File: src/rtl/psg_mix_pkg.sv
// Shared types and constants for the PSG audio mixer slice.
package psg_mix_pkg;

    // Stereo placement of the three PSG channels.
    typedef enum logic [1:0] {
        MONO = 2'd0,
        ABC  = 2'd1,
        ACB  = 2'd2,
        CBA  = 2'd3
    } stereo_mode_t;

    // Width of one mixed sample: 2*255 + 255 = 765 fits in 10 bits.
    localparam int MIX_W = 10;

    // Width of the output PCM words.
    localparam int PCM_W = 16;

    // Scale factor that stretches the 0..765 average onto 0..65025.
    localparam int PCM_SCALE = 85;

endpackage

File: src/rtl/psg_mix_accum.sv
// One box-car averaging channel: accumulates mixed samples, then divides
// by the window length and scales the result to 16-bit PCM.
module psg_mix_accum
    import psg_mix_pkg::*;
#(
    parameter int DECIM_LOG2 = 5
) (
    input  logic             clk_i,
    input  logic             rst_i,
    input  logic             ce_i,
    input  logic             complete_i,
    input  logic [MIX_W-1:0] mix_i,
    output logic [PCM_W-1:0] pcm_o
);

    // The accumulator holds at most 2^DECIM_LOG2 samples of 765, so this
    // width can never overflow.
    localparam int ACC_W = MIX_W + DECIM_LOG2;

    logic [ACC_W-1:0] acc_q;
    logic [ACC_W-1:0] acc_d;
    logic [ACC_W-1:0] total;

    // Running total including the current sample; on the completing CE the
    // window restarts from zero, otherwise the total is carried forward.
    always_comb begin
        total = acc_q + ACC_W'(mix_i);
        acc_d = acc_q;
        if (ce_i) begin
            acc_d = complete_i ? '0 : total;
        end
    end

    // The shifted total is the window average (at most 765), so narrowing
    // it to 16 bits before scaling loses nothing.
    assign pcm_o = PCM_W'(total >> DECIM_LOG2) * PCM_W'(PCM_SCALE);

    // Accumulator register.
    always_ff @(posedge clk_i or posedge rst_i) begin
        if (rst_i) begin
            acc_q <= '0;
        end else begin
            acc_q <= acc_d;
        end
    end

endmodule

File: src/rtl/psg_audio_mixer.sv
// PSG stereo mixer: matrixes channels A/B/C into left/right, averages a
// window of CE samples and offers the result over a valid/ready handshake.
module psg_audio_mixer
    import psg_mix_pkg::*;
#(
    parameter int DECIM_LOG2 = 5
) (
    input  logic        CLK,
    input  logic        RESET,
    input  logic        CE,
    input  logic [7:0]  CHANNEL_A,
    input  logic [7:0]  CHANNEL_B,
    input  logic [7:0]  CHANNEL_C,
    input  logic [1:0]  STEREO_MODE,
    input  logic        MUTE,
    output logic [15:0] SAMPLE_L,
    output logic [15:0] SAMPLE_R,
    output logic        SAMPLE_VALID,
    input  logic        SAMPLE_READY,
    output logic        OVERRUN,
    input  logic        OVERRUN_CLR
);

    logic [MIX_W-1:0] a1, b1, c1, a2, b2, c2;
    logic [MIX_W-1:0] mixL, mixR;

    logic [DECIM_LOG2-1:0] cnt_q, cnt_d;
    logic                  complete;

    logic [PCM_W-1:0] pcmL, pcmR;

    logic [PCM_W-1:0] sampleL_q, sampleL_d;
    logic [PCM_W-1:0] sampleR_q, sampleR_d;
    logic             valid_q, valid_d;
    logic             overrun_q, overrun_d;

    // Stereo matrix: the channel placed on one side counts double there,
    // the centre channel is shared once by both sides; mute zeroes the mix.
    always_comb begin
        a1 = MIX_W'(CHANNEL_A);
        b1 = MIX_W'(CHANNEL_B);
        c1 = MIX_W'(CHANNEL_C);
        a2 = a1 << 1;
        b2 = b1 << 1;
        c2 = c1 << 1;
        mixL = '0;
        mixR = '0;
        case (stereo_mode_t'(STEREO_MODE))
            MONO: begin
                mixL = a1 + b1 + c1;
                mixR = a1 + b1 + c1;
            end
            ABC: begin
                mixL = a2 + b1;
                mixR = c2 + b1;
            end
            ACB: begin
                mixL = a2 + c1;
                mixR = b2 + c1;
            end
            CBA: begin
                mixL = c2 + b1;
                mixR = a2 + b1;
            end
            default: begin
                mixL = '0;
                mixR = '0;
            end
        endcase
        if (MUTE) begin
            mixL = '0;
            mixR = '0;
        end
    end

    // Sample counter; the window closes on the CE that finds it all ones,
    // and the natural wrap restarts the next window at zero.
    always_comb begin
        complete = CE && (cnt_q == '1);
        cnt_d    = CE ? cnt_q + DECIM_LOG2'(1) : cnt_q;
    end

    psg_mix_accum #(.DECIM_LOG2(DECIM_LOG2)) u_accumL (
        .clk_i      (CLK),
        .rst_i      (RESET),
        .ce_i       (CE),
        .complete_i (complete),
        .mix_i      (mixL),
        .pcm_o      (pcmL)
    );

    psg_mix_accum #(.DECIM_LOG2(DECIM_LOG2)) u_accumR (
        .clk_i      (CLK),
        .rst_i      (RESET),
        .ce_i       (CE),
        .complete_i (complete),
        .mix_i      (mixR),
        .pcm_o      (pcmR)
    );

    // Output handshake: a finished window loads only if the slot is free or
    // being accepted this cycle, otherwise it is dropped and flagged; an
    // overrun event beats a simultaneous clear.
    always_comb begin
        sampleL_d = sampleL_q;
        sampleR_d = sampleR_q;
        valid_d   = valid_q;
        overrun_d = overrun_q;
        if (OVERRUN_CLR) begin
            overrun_d = 1'b0;
        end
        if (complete) begin
            if (!valid_q || SAMPLE_READY) begin
                sampleL_d = pcmL;
                sampleR_d = pcmR;
                valid_d   = 1'b1;
            end else begin
                overrun_d = 1'b1;
            end
        end else if (valid_q && SAMPLE_READY) begin
            valid_d = 1'b0;
        end
    end

    // Counter and output registers.
    always_ff @(posedge CLK or posedge RESET) begin
        if (RESET) begin
            cnt_q     <= '0;
            sampleL_q <= '0;
            sampleR_q <= '0;
            valid_q   <= 1'b0;
            overrun_q <= 1'b0;
        end else begin
            cnt_q     <= cnt_d;
            sampleL_q <= sampleL_d;
            sampleR_q <= sampleR_d;
            valid_q   <= valid_d;
            overrun_q <= overrun_d;
        end
    end

    assign SAMPLE_L     = sampleL_q;
    assign SAMPLE_R     = sampleR_q;
    assign SAMPLE_VALID = valid_q;
    assign OVERRUN      = overrun_q;

endmodule

File: config.mk
export PLATFORM = sky130hd
export DESIGN_NAME = psg_audio_mixer
export DESIGN_NICKNAME = d
export VERILOG_FILES = /design/src/rtl/psg_mix_pkg.sv /design/src/rtl/psg_mix_accum.sv /design/src/rtl/psg_audio_mixer.sv
export SDC_FILE = /design/constraint.sdc
export NUM_CORES = 1
export LEC_CHECK = 0
export BUFFER_PORTS_ARGS = -buffer_cell sky130_fd_sc_hd__buf_4
export CAP_MARGIN = 15
export CORE_MARGIN = 5
export CORE_UTILIZATION = 60
export DETAILED_ROUTE_END_ITERATION = 7
export PLACE_DENSITY = 0.89
export SLEW_MARGIN = 40
export SYNTH_ARGS = -nofsm -noshare
export SYNTH_HDL_FRONTEND = slang
export SYNTH_SLANG_ARGS = --single-unit
File: constraint.sdc
create_clock -name CLK -period 10.3 [get_ports CLK]
set_clock_uncertainty 0.2 [all_clocks]
set_input_delay 1.03 -clock CLK [delete_from_list [all_inputs] [get_ports CLK]]
set_output_delay 1.03 -clock CLK [all_outputs]
set_load 0.02 [all_outputs]
# Word-level counts from Yosys, hierarchy flattened
# Index checks and enable logic that the tools add are counted.
[totals] register_bits=69 input_bits=32 output_inout_bits=34 elab_cells=43
[classes] n_addsub=9 n_mul=2 eq_ne=5 muxes=12 n_reduce_logical=8
[op_table] operator="one-hot mux 10 bit (4 select lines)" n=2
[op_table] operator="adder 9 x 8 -> 10 bit" n=5
[op_table] operator="multiplier 10 x 7 -> 16 bit, second input constant" n=2
[op_table] operator="adder 15 x 10 -> 15 bit" n=2
[op_table] operator="2-to-1 mux 15 bit" n=2
[op_table] operator="2-to-1 mux 10 bit" n=2
[op_table] operator="adder 8 x 8 -> 9 bit" n=1
[op_table] operator="2-to-1 mux 1 bit" n=6
[op_table] operator="adder 5 x 1 -> 5 bit, second input constant" n=1
[op_table] operator="equality test 5 bit, second input constant" n=1
[op_table] operator="equality test 2 bit, second input constant" n=2
[op_table] operator="AND reduction 2 bit" n=2
[op_table] operator="equality test 2 x 1 -> 1 bit, second input constant" n=1
[op_table] operator="logical AND 1 bit" n=2
[op_table] operator="zero test 2 bit" n=1
[op_table] operator="inequality test 2 bit, second input constant" n=1
[op_table] operator="nonzero test 2 bit" n=1
[op_table] operator="zero test 1 bit" n=1
[op_table] operator="logical OR 1 bit" n=1

# Logic depth before layout (Yosys ltp)
# Gate-level depths: netlist of run 1.
[logic_depth] ltp_word=6 ltp_mapped=36 mapped_depth_nobuf=36

# Hierarchy
# A second synthesis of run 1 with hierarchy kept.
[hier_totals] hier_cells=877 area_unflattened_um2=8267.9
[by_module_without_submodules] module="psg_audio_mixer" instances=1 cells_each=379 area_per_inst_um2=3686.0 seq_area_each_um2=975.9
[by_module_without_submodules] module="psg_mix_accum at u_accumR" instances=1 cells_each=254 area_per_inst_um2=2314.7 seq_area_each_um2=375.4
[by_module_without_submodules] module="psg_mix_accum at u_accumL" instances=1 cells_each=244 area_per_inst_um2=2267.2 seq_area_each_um2=375.4

# Least setup slack after synthesis of run 1
# No wires, ideal clock.
[synth_timing] path_kind="input to register" from="input port CHANNEL_A[1]" to="register sampleL_q[15] (netlist: SAMPLE_L[15])" setup_ps=77 t_arrival_ps=7695 required_time_ps=10023 path_slack_ps=2328 cell_stages=35 n_path_buf=0 path_cell_list="inv_1 fa_1 inv_1 ha_1 inv_1 fa_1 nor2b_1 o21ai_0 a21boi_0 nor3_1 a211oi_1 nand3_1 a221oi_1 ha_1 o21a_1 nor2_1 or2_4 o21ai_0 nand3_1 xnor2_1 inv_1 fa_1 inv_1 ha_1 inv_1 fa_1 inv_1 ha_1 nand2_1 nor3_1 a21oi_1 o21bai_1 a21oi_1 xnor3_1 o21ai_1"
[synth_via] elab_chain_len=6 word_cells_on_any_way=8 classes_between="5 x add/sub; 1 x mul; 2 x mux"
[synth_rtl] item="start, declared" line="psg_audio_mixer.sv:11" source="input logic [7:0] CHANNEL_A,"
[synth_rtl] item="adder 8 x 8 -> 9 bit" line="psg_audio_mixer.sv:50" source="mixL = a1 + b1 + c1;"
[synth_rtl] item="adder 9 x 8 -> 10 bit" line="psg_audio_mixer.sv:50"
[synth_rtl] item="one-hot mux 10 bit (4 select lines) (*)" line="psg_audio_mixer.sv:48" source="case (stereo_mode_t'(STEREO_MODE))"
[synth_rtl] item="2-to-1 mux 10 bit (*)" line="psg_audio_mixer.sv:70" source="if (MUTE) begin"
[synth_rtl] item="adder 15 x 10 -> 15 bit (*)" line="psg_mix_accum.sv:27" source="total = acc_q + ACC_W'(mix_i);"
[synth_rtl] item="multiplier 10 x 7 -> 16 bit (*)" line="psg_mix_accum.sv:36" source="assign pcm_o = PCM_W'(total >> DECIM_LOG2) * PCM_W'(PCM_SCALE);"
[synth_rtl] item="end signal, assigned" line="psg_audio_mixer.sv:135" source="sampleL_q <= sampleL_d;"
[synth_rtl] item="end, declared" line="psg_audio_mixer.sv:32" source="logic [PCM_W-1:0] sampleL_q, sampleL_d;"
# Mark *: on every way between the ends. The rest lies on a longest branch, timed or not.
# A chain may end at the register's enable or synchronous reset.

# Worst setup path in the final report of run 1
# Same ends and word-level chain as after synthesis.

==> impl_metrics.xml, run 1 <==
<?xml version="1.0" encoding="UTF-8"?>
<metrics>
  <group name="worst_setup_path">
    <metric name="timing.reg2reg.setup_slack" unit="ns">4.31</metric>
    <metric name="cp_common_cell" unit="">inv_1</metric>
    <metric name="required" unit="ns">10.37</metric>
    <metric name="critical-path-top-delay-family" unit="">adder cells</metric>
    <metric name="critical_path.endpoint_type" unit="">flop</metric>
    <metric name="slowest_delay" unit="ns">0.56</metric>
    <metric name="ff2ff_path_depth" unit="">23</metric>
    <metric name="critical_path.n_buffers_inverters" unit="">8</metric>
    <metric name="criticalPathCategory" unit="">primary input to flop</metric>
    <metric name="start_kind" unit="">primary input</metric>
    <metric name="endpoint_of_the_lowest_slack_register_to_register_path" unit="">SAMPLE_L[15]</metric>
    <metric name="critical_path.reg2reg.startpoint" unit="">u_accumL.acc_q[0]</metric>
    <metric name="critPathSlowestCell" unit="">fa_1</metric>
    <metric name="cp.arrival" unit="ns">8.70</metric>
    <metric name="critPathMaxFanout" unit="">4</metric>
  </group>
  <group name="synthesis">
    <metric name="synth.net_count" unit="">1094</metric>
    <metric name="synthesis.instances" unit="">894</metric>
    <metric name="synth.avg_cell_area" unit="sq um">8.89</metric>
    <metric name="synth_seq_cells" unit="">69</metric>
    <metric name="yosysSeqAreaShare" unit="%">21.7</metric>
    <metric name="async_reset_ff_share" unit="%">100</metric>
    <metric name="yosys.cell_types.count" unit="">62</metric>
    <metric name="synth_top_cell_area_share" unit="%">21.7</metric>
    <metric name="synth.yosys.warnings" unit="">0</metric>
    <metric name="yosysMostFrequentCell" unit="">ha_1</metric>
    <metric name="synth_largest_area_cell" unit="">dfrtp_1</metric>
    <metric name="netlist_top_cells_count" unit="">ha_1 (131), inv_1 (106), o21ai_0 (73), nand2_1 (70), dfrtp_1 (69)</metric>
    <metric name="synth_top_flop_cell" unit="">dfrtp_1</metric>
    <metric name="synth_enable_flop_cells" unit="">0</metric>
    <metric name="ys_top_cells_by_area" unit="">dfrtp_1 (22%), ha_1 (21%), fa_1 (9.3%)</metric>
    <metric name="synthesis.area" unit="sq um">7950</metric>
  </group>
  <group name="timing">
    <metric name="fin_crit" unit="ns">8.62</metric>
    <metric name="worst_setup_slack_after_layout" unit="ns">1.68</metric>
    <metric name="fin_tns_setup" unit="ns">0</metric>
    <metric name="final_hold_viol_count" unit="">0</metric>
    <metric name="peak_freq" unit="MHz">116</metric>
    <metric name="worst_slew_margin_rel" unit="%">46.1</metric>
    <metric name="fin_crit_sh" unit="%">83.7</metric>
    <metric name="slew_viol_final" unit="">0</metric>
    <metric name="setup_repair_after_global_routing_missed_its_margin" unit="">no</metric>
    <metric name="setup_viol" unit="">0</metric>
    <metric name="worst_pin_slew" unit="ns">0.806</metric>
  </group>
  <group name="floorplan">
    <metric name="die_w" unit="microns">125</metric>
    <metric name="die_area" unit="sq um">15700</metric>
    <metric name="placementRows" unit="">42</metric>
    <metric name="ios" unit="">66</metric>
    <metric name="start_util" unit="%">60.5</metric>
    <metric name="placeableCoreArea" unit="sq um">13100</metric>
    <metric name="floorplan.die.height" unit="microns">125</metric>
  </group>
  <group name="placed_design">
    <metric name="place.detailed.instances" unit="">1115</metric>
    <metric name="io_buffers" unit="">65</metric>
    <metric name="gp_routability_congestion" unit="">0.913</metric>
    <metric name="hpwl_dp" unit="microns">14300</metric>
    <metric name="post-place-ws" unit="ns">1.33</metric>
  </group>
  <group name="clock_network">
    <metric name="cts_hold_buf" unit="">0</metric>
    <metric name="clockRootBuffer" unit="">clkbuf_16</metric>
    <metric name="post-cts-setup-buffers" unit="">0</metric>
    <metric name="cts.clk_slew.worst_paths" unit="ns">0.06</metric>
    <metric name="clk-insertion-delay-late" unit="ns">0.35</metric>
    <metric name="post_cts.resized_instances" unit="">0</metric>
    <metric name="cts_inserted_buffers" unit="">9</metric>
    <metric name="cts_tree" unit="">built</metric>
    <metric name="htree_depth" unit="">3</metric>
    <metric name="clock_tree.buffer_depth" unit="">2</metric>
    <metric name="num_clock_sinks" unit="">69</metric>
  </group>
  <group name="layout">
    <metric name="layout-drive-gt1-share" unit="%">10.9</metric>
    <metric name="final_cell_count_no_fill" unit="">1131</metric>
    <metric name="layout.nets" unit="">1150</metric>
    <metric name="area_growth_syn_to_layout" unit="%">11.9</metric>
    <metric name="antenna-diode-count" unit="">0</metric>
    <metric name="fillers" unit="">1015</metric>
  </group>
  <group name="drt">
    <metric name="dr.first_iter.drc_count" unit="">599</metric>
    <metric name="routed_wire_length_per_instance" unit="microns">16.2</metric>
    <metric name="first_pass_iters" unit="">5</metric>
    <metric name="vias_per_cell" unit="">5.84</metric>
    <metric name="postRouteAntennaNets" unit="">0</metric>
    <metric name="postRouteWirelength" unit="microns">18300</metric>
    <metric name="drt_drc_violations_left" unit="">0</metric>
    <metric name="route.vias.total" unit="">6603</metric>
  </group>
  <group name="global_routing">
    <metric name="largest_net_degree_at_the_start_of_global_routing" unit="">70</metric>
    <metric name="global_route.overflow_total" unit="">0</metric>
    <metric name="grt_antenna_before_repair" unit="">0</metric>
    <metric name="number_of_global_route_vias_before_repair" unit="">6578</metric>
    <metric name="gr-usage-all-layers" unit="%">23.3</metric>
    <metric name="grt_pass1_wl" unit="microns">30300</metric>
  </group>
  <group name="hold_path">
    <metric name="whs_path_depth" unit="">2</metric>
    <metric name="worstHoldStart" unit="">SAMPLE_L[13]</metric>
    <metric name="hold_path_class" unit="">flop to flop</metric>
    <metric name="timing.hold.worst_endpoint" unit="">SAMPLE_L[13]</metric>
  </group>
  <group name="outcome">
    <metric name="status" unit="">completed</metric>
  </group>
  <group name="flow_run">
    <metric name="max-cap-violations" unit="">0</metric>
  </group>
</metrics>
==> per-layer routing <==
layer / routed length, microns / vias to the layer above / GRT usage [%]
met2: 8650 / 185 / 38.5
li1: - / 3243 / -
met4: 466 / 0 / 7.78
met3: 907 / 35 / 4.78
met1: 8270 / 3140 / 30.6
met5: 0 / - / 0
==> metrics by stage <==
step           instance area, sq um  hold WS [ns]  utilization, %
2_1_floorplan                  7950         0.239               -
3_3_place_gp                   8600         0.255            65.4
3_5_place_dp                   8600         0.260            65.5
4_1_cts                        8900         0.272            67.7
5_1_grt                        8900         0.287            67.7
6_report                       8900         0.275            67.7
==> logic make-up after synthesis <==
family	synth area share, %
DFF	21.7
AOI/OAI and AO/OA	21.2
and+or+nand+nor	10.4
muxes	1.64
adders and majority gates	29.9
buffers and inverters	6.19
xor gates and xnor gates	8.86
==> cell type report <==
cell class / count / area, sq um / area share (%)
clock buffer: 9 / 225 / 2.53
clock inverter: 7 / 73.8 / 0.830
inverter: 109 / 409 / 4.60
multi-input combinational: 694 / 5740 / 64.5
sequential: 69 / 1730 / 19.4
tap: 176 / 220 / 2.47
timing repair buffer: 67 / 507 / 5.69
==> cell usage in the layout (no fill, tap or decap), drive strengths merged, types with 3 or more instances in the layout <==
master   instances
nand2b          11
fa              37
nor3            13
clkbuf           9
a2bb2oi          3
ha             131
o21ai           76
nand4            3
a21boi           6
and3             4
a21o            17
o41ai            4
a22o            11
xnor2           47
dfrtp           69
o22ai            6
clkinv           4
buf             67
mux2             8
a211oi          11
nand3            9
o2bb2ai         10
mux2i            4
or3              3
o21bai           8
o211ai           7
o31ai            5
o211a            7
xor2            30
or2              3
nor2            51
o21a            10
a31oi            7
nand2           70
nor2b           12
a21oi           49
inv            110
==> how the worst max path moves through the flow <==
stage / from / to / slack [ns] / cells after the start
after global placement: CHANNEL_A[1] / SAMPLE_L[15] / 1.68 / 36
after CTS: CHANNEL_A[1] / SAMPLE_L[15] / 1.69 / 36
after global routing: CHANNEL_A[1] / SAMPLE_L[15] / 1.12 / 36
after floorplan: CHANNEL_A[1] / SAMPLE_L[15] / 2.33 / 35
final: CHANNEL_A[1] / SAMPLE_L[15] / 1.68 / 36
after detailed placement: CHANNEL_A[1] / SAMPLE_L[15] / 1.33 / 36
==> worst min-delay path, stage by stage (launching register included) <==
cell,delay [ns]
dfrtp_1,0.34
nand2_1,0.04
o21ai_0,0.05
==> sequential cells by signal (all words and copies together), names as in the netlist <==
signal and cells:
OVERRUN 1, SAMPLE_L 16, SAMPLE_R 16, SAMPLE_VALID 1, cnt_q 5, u_accumL.acc_q 15, u_accumR.acc_q 15
Power of run 1 is not shown: default switching activity piles up to over one toggle a cycle in this logic, so the estimate is an artifact.
==> run 2: changes to the inputs <==
--- a/config.mk
+++ b/config.mk
@@ -5,6 +5,7 @@
 export SDC_FILE = /design/constraint.sdc
 export NUM_CORES = 1
 export LEC_CHECK = 0
+export ABC_AREA = 1
 export BUFFER_PORTS_ARGS = -buffer_cell sky130_fd_sc_hd__buf_4
 export CAP_MARGIN = 15
 export CORE_MARGIN = 5
==> constraint.sdc (replaced) <==
create_clock -name CLK -period 8 [get_ports CLK]
set_clock_uncertainty 0.2 [all_clocks]
set_input_delay 0.8 -clock CLK [delete_from_list [all_inputs] [get_ports CLK]]
set_output_delay 0.8 -clock CLK [all_outputs]
set_load 0.02 [all_outputs]
==> impl_metrics.xml, run 2 <==
<?xml version="1.0" encoding="UTF-8"?>
<metrics>
  <group name="synthesis">
    <metric name="ys_top_cells_by_area" unit="">dfrtp_1 (20%), ha_1 (19%), nand2_1 (13%)</metric>
    <metric name="yosysSeqAreaShare" unit="%">19.9</metric>
    <metric name="netlist_top_cells_count" unit="">nand2_1 (291), inv_1 (211), ha_1 (131), nand3_1 (90), dfrtp_1 (69)</metric>
    <metric name="proportion_of_synthesized_area_in_mux_cells" unit="%">0</metric>
    <metric name="synthesis.instances" unit="">1198</metric>
    <metric name="synthXorXnorAreaFrac" unit="%">4.14</metric>
    <metric name="synth_top_flop_cell" unit="">dfrtp_1</metric>
    <metric name="synth_seq_cells" unit="">69</metric>
    <metric name="yosysMostFrequentCell" unit="">nand2_1</metric>
    <metric name="synth.net_count" unit="">1398</metric>
    <metric name="synth.avg_cell_area" unit="sq um">7.23</metric>
    <metric name="async_reset_ff_share" unit="%">100</metric>
    <metric name="synth.yosys.warnings" unit="">0</metric>
    <metric name="synth_compound_gate_area_share" unit="%">12.9</metric>
    <metric name="synthesis.area" unit="sq um">8660</metric>
    <metric name="synth_simple_gate_area_share" unit="%">25.0</metric>
    <metric name="dominant_combinational_cell_family_by_area_after_synthesis" unit="">adder cells</metric>
    <metric name="synth_enable_flop_cells" unit="">0</metric>
    <metric name="synth_largest_area_cell" unit="">dfrtp_1</metric>
    <metric name="yosys.area_share.adder" unit="%">27.5</metric>
    <metric name="synth_top_cell_area_share" unit="%">19.9</metric>
    <metric name="yosys.cell_types.count" unit="">52</metric>
  </group>
  <group name="drt">
    <metric name="postRouteAntennaNets" unit="">0</metric>
    <metric name="first_pass_iters" unit="">5</metric>
    <metric name="vias_per_cell" unit="">5.72</metric>
    <metric name="dr.first_iter.drc_count" unit="">674</metric>
    <metric name="route.vias.total" unit="">8308</metric>
    <metric name="postRouteWirelength" unit="microns">23500</metric>
    <metric name="drt_drc_violations_left" unit="">0</metric>
    <metric name="routed_wire_length_per_instance" unit="microns">16.2</metric>
  </group>
  <group name="global_routing">
    <metric name="grt_util_met1" unit="%">38.2</metric>
    <metric name="global_route.overflow_total" unit="">0</metric>
    <metric name="grtUsageMet2" unit="%">47.4</metric>
    <metric name="grt_pass1_wl" unit="microns">39000</metric>
    <metric name="largest_net_degree_at_the_start_of_global_routing" unit="">70</metric>
    <metric name="grt_antenna_before_repair" unit="">0</metric>
    <metric name="grt.busiest_layer" unit="">met2</metric>
    <metric name="number_of_global_route_vias_before_repair" unit="">8102</metric>
    <metric name="grt_use_met3" unit="%">7.12</metric>
    <metric name="gr-usage-all-layers" unit="%">29.0</metric>
  </group>
  <group name="clock_network">
    <metric name="clk-insertion-delay-late" unit="ns">0.35</metric>
    <metric name="clockRootBuffer" unit="">clkbuf_16</metric>
    <metric name="htree_depth" unit="">3</metric>
    <metric name="post_cts.resized_instances" unit="">0</metric>
    <metric name="cts.clk_slew.worst_paths" unit="ns">0.06</metric>
    <metric name="clock_tree.buffer_depth" unit="">2</metric>
    <metric name="cts_hold_buf" unit="">0</metric>
    <metric name="post-cts-setup-buffers" unit="">0</metric>
    <metric name="cts_inserted_buffers" unit="">9</metric>
    <metric name="num_clock_sinks" unit="">69</metric>
    <metric name="cts_tree" unit="">built</metric>
  </group>
  <group name="floorplan">
    <metric name="ios" unit="">66</metric>
    <metric name="die_area" unit="sq um">16900</metric>
    <metric name="die_w" unit="microns">130</metric>
    <metric name="placementRows" unit="">44</metric>
    <metric name="placeableCoreArea" unit="sq um">14400</metric>
    <metric name="floorplan.die.height" unit="microns">130</metric>
    <metric name="start_util" unit="%">60.3</metric>
  </group>
  <group name="timing">
    <metric name="setup_repair_after_global_routing_missed_its_margin" unit="">no</metric>
    <metric name="slew_viol_final" unit="">0</metric>
    <metric name="worst_slew_margin_rel" unit="%">49.2</metric>
    <metric name="fin_crit_sh" unit="%">92.4</metric>
    <metric name="setup_viol" unit="">0</metric>
    <metric name="fin_crit" unit="ns">7.39</metric>
    <metric name="final_hold_viol_count" unit="">0</metric>
    <metric name="worst_pin_slew" unit="ns">0.762</metric>
    <metric name="peak_freq" unit="MHz">135</metric>
    <metric name="fin_tns_setup" unit="ns">0</metric>
  </group>
  <group name="worst_setup_path">
    <metric name="cp_launch_point" unit="">CHANNEL_A[1]</metric>
    <metric name="ff2ff_path_depth" unit="">26</metric>
    <metric name="cp_common_cell" unit="">nand2_1</metric>
    <metric name="worst_setup_path_endpoint" unit="">SAMPLE_L[13]</metric>
    <metric name="critical-path-top-delay-family" unit="">adder cells</metric>
    <metric name="critPathMaxFanout" unit="">6</metric>
    <metric name="critical_path.endpoint_type" unit="">flop</metric>
    <metric name="endpoint_of_the_lowest_slack_register_to_register_path" unit="">SAMPLE_R[12]</metric>
    <metric name="critical_path.reg2reg.startpoint" unit="">u_accumR.acc_q[0]</metric>
    <metric name="timing.reg2reg.setup_slack" unit="ns">2.64</metric>
    <metric name="critPathSlowestCell" unit="">fa_1</metric>
    <metric name="slowest_delay" unit="ns">0.50</metric>
    <metric name="criticalPathCategory" unit="">primary input to flop</metric>
    <metric name="cp_num_cells" unit="">40</metric>
    <metric name="cp.arrival" unit="ns">7.40</metric>
    <metric name="critical_path.n_buffers_inverters" unit="">9</metric>
    <metric name="required" unit="ns">8.00</metric>
    <metric name="start_kind" unit="">primary input</metric>
  </group>
  <group name="layout">
    <metric name="multi_input_area" unit="sq um">6030</metric>
    <metric name="layout-drive-gt1-share" unit="%">9.69</metric>
    <metric name="layout.nets" unit="">1464</metric>
    <metric name="mostFrequentLayoutCells" unit="">nand2_1 (291), inv_1 (210), ha_1 (131), nand3_1 (90), buf_4 (70)</metric>
    <metric name="area_growth_syn_to_layout" unit="%">11.5</metric>
    <metric name="fillers" unit="">1211</metric>
    <metric name="final_common_cell" unit="">nand2_1</metric>
    <metric name="area.sequential" unit="sq um">1730</metric>
    <metric name="antenna-diode-count" unit="">0</metric>
  </group>
  <group name="flow_run">
    <metric name="max-cap-violations" unit="">0</metric>
  </group>
  <group name="placed_design">
    <metric name="gp_routability_congestion" unit="">1.09</metric>
    <metric name="io_buffers" unit="">65</metric>
    <metric name="hpwl_dp" unit="microns">18800</metric>
  </group>
  <group name="outcome">
    <metric name="status" unit="">completed</metric>
  </group>
  <group name="hold_path">
    <metric name="hold_path_class" unit="">flop to flop</metric>
  </group>
</metrics>
-- run 2: cell count changes after synthesis, moves of 12 or more --
cell      delta
nand3_1     +81
nand2_1    +221
a21o_1      -14
nand4_1     +15
nor2b_1     -12
xnor2_1     -33
inv_1      +105
clkbuf_1    -14
o21ai_0     -18
-- run 2: layout make-up --
class	count	share of cell area, %
inverters	218	8.47
clock inverters	5	0.881
repair buffers	71	5.56
well taps	184	2.38
clock buffers	11	2.41
multi-input cells	895	62.4
flip-flops and latches	69	17.9
-- run 2: cells by family (layout without fill, tap and decap cells) --
kind of cell	after synthesis	after routing
flops	69	69
fa+ha+maj	168	168
buf+inv	234	305
compound gates	188	188
simple gates	498	498
xor+xnor	41	41
-- run 2: per-layer routing --
metal,up-vias,part of all wire [%]
met3,42,7.9
met1,3890,43
met2,321,47
met5,-,0
li1,4055,-
met4,0,2.3
-- run 2: worst reg2reg max path, stage by stage (launching register included) --
cell	delay, ns
dfrtp_1	0.39
ha_1	0.29
fa_1	0.46
nand2_1	0.12
nand2_1	0.07
nand3_1	0.08
nand2_2	0.09
nand2_1	0.07
nand3_1	0.07
xor2_1	0.16
inv_1	0.08
ha_1	0.30
inv_1	0.06
fa_1	0.53
inv_1	0.07
ha_1	0.36
inv_1	0.08
fa_1	0.53
inv_1	0.04
ha_1	0.31
inv_1	0.09
nor3_1	0.24
nand2_1	0.10
nand2_1	0.11
a21oi_1	0.08
xor2_1	0.14
o21ai_0	0.15
-- run 2: worst min path at each step --
stage,cells after the start,slack [ns],startpoint,to
detailed placement,2,0.26,SAMPLE_R[4],SAMPLE_R[4]
floorplan,1,0.24,cnt_q[3],cnt_q[3]
global placement,1,0.26,cnt_q[3],cnt_q[3]
CTS,2,0.27,SAMPLE_R[4],SAMPLE_R[4]
finish,2,0.28,SAMPLE_R[4],SAMPLE_R[4]
global route,2,0.28,SAMPLE_L[4],SAMPLE_L[4]
-- run 2: stage by stage --
step,util (%),instance area (sq um),cells,hold WS [ns],setup WS (ns)
final,67.2,9660,1453,0.275,0.608
after global placement,65.0,9340,1437,0.256,0.487
after detailed placement,65.0,9340,1437,0.260,0.362
after floorplan,-,8660,1198,0.239,1.21
after CTS,67.2,9660,1453,0.275,0.698
after global routing,67.2,9660,1453,0.285,0.0456
Power of run 2 is left out for the same reason.
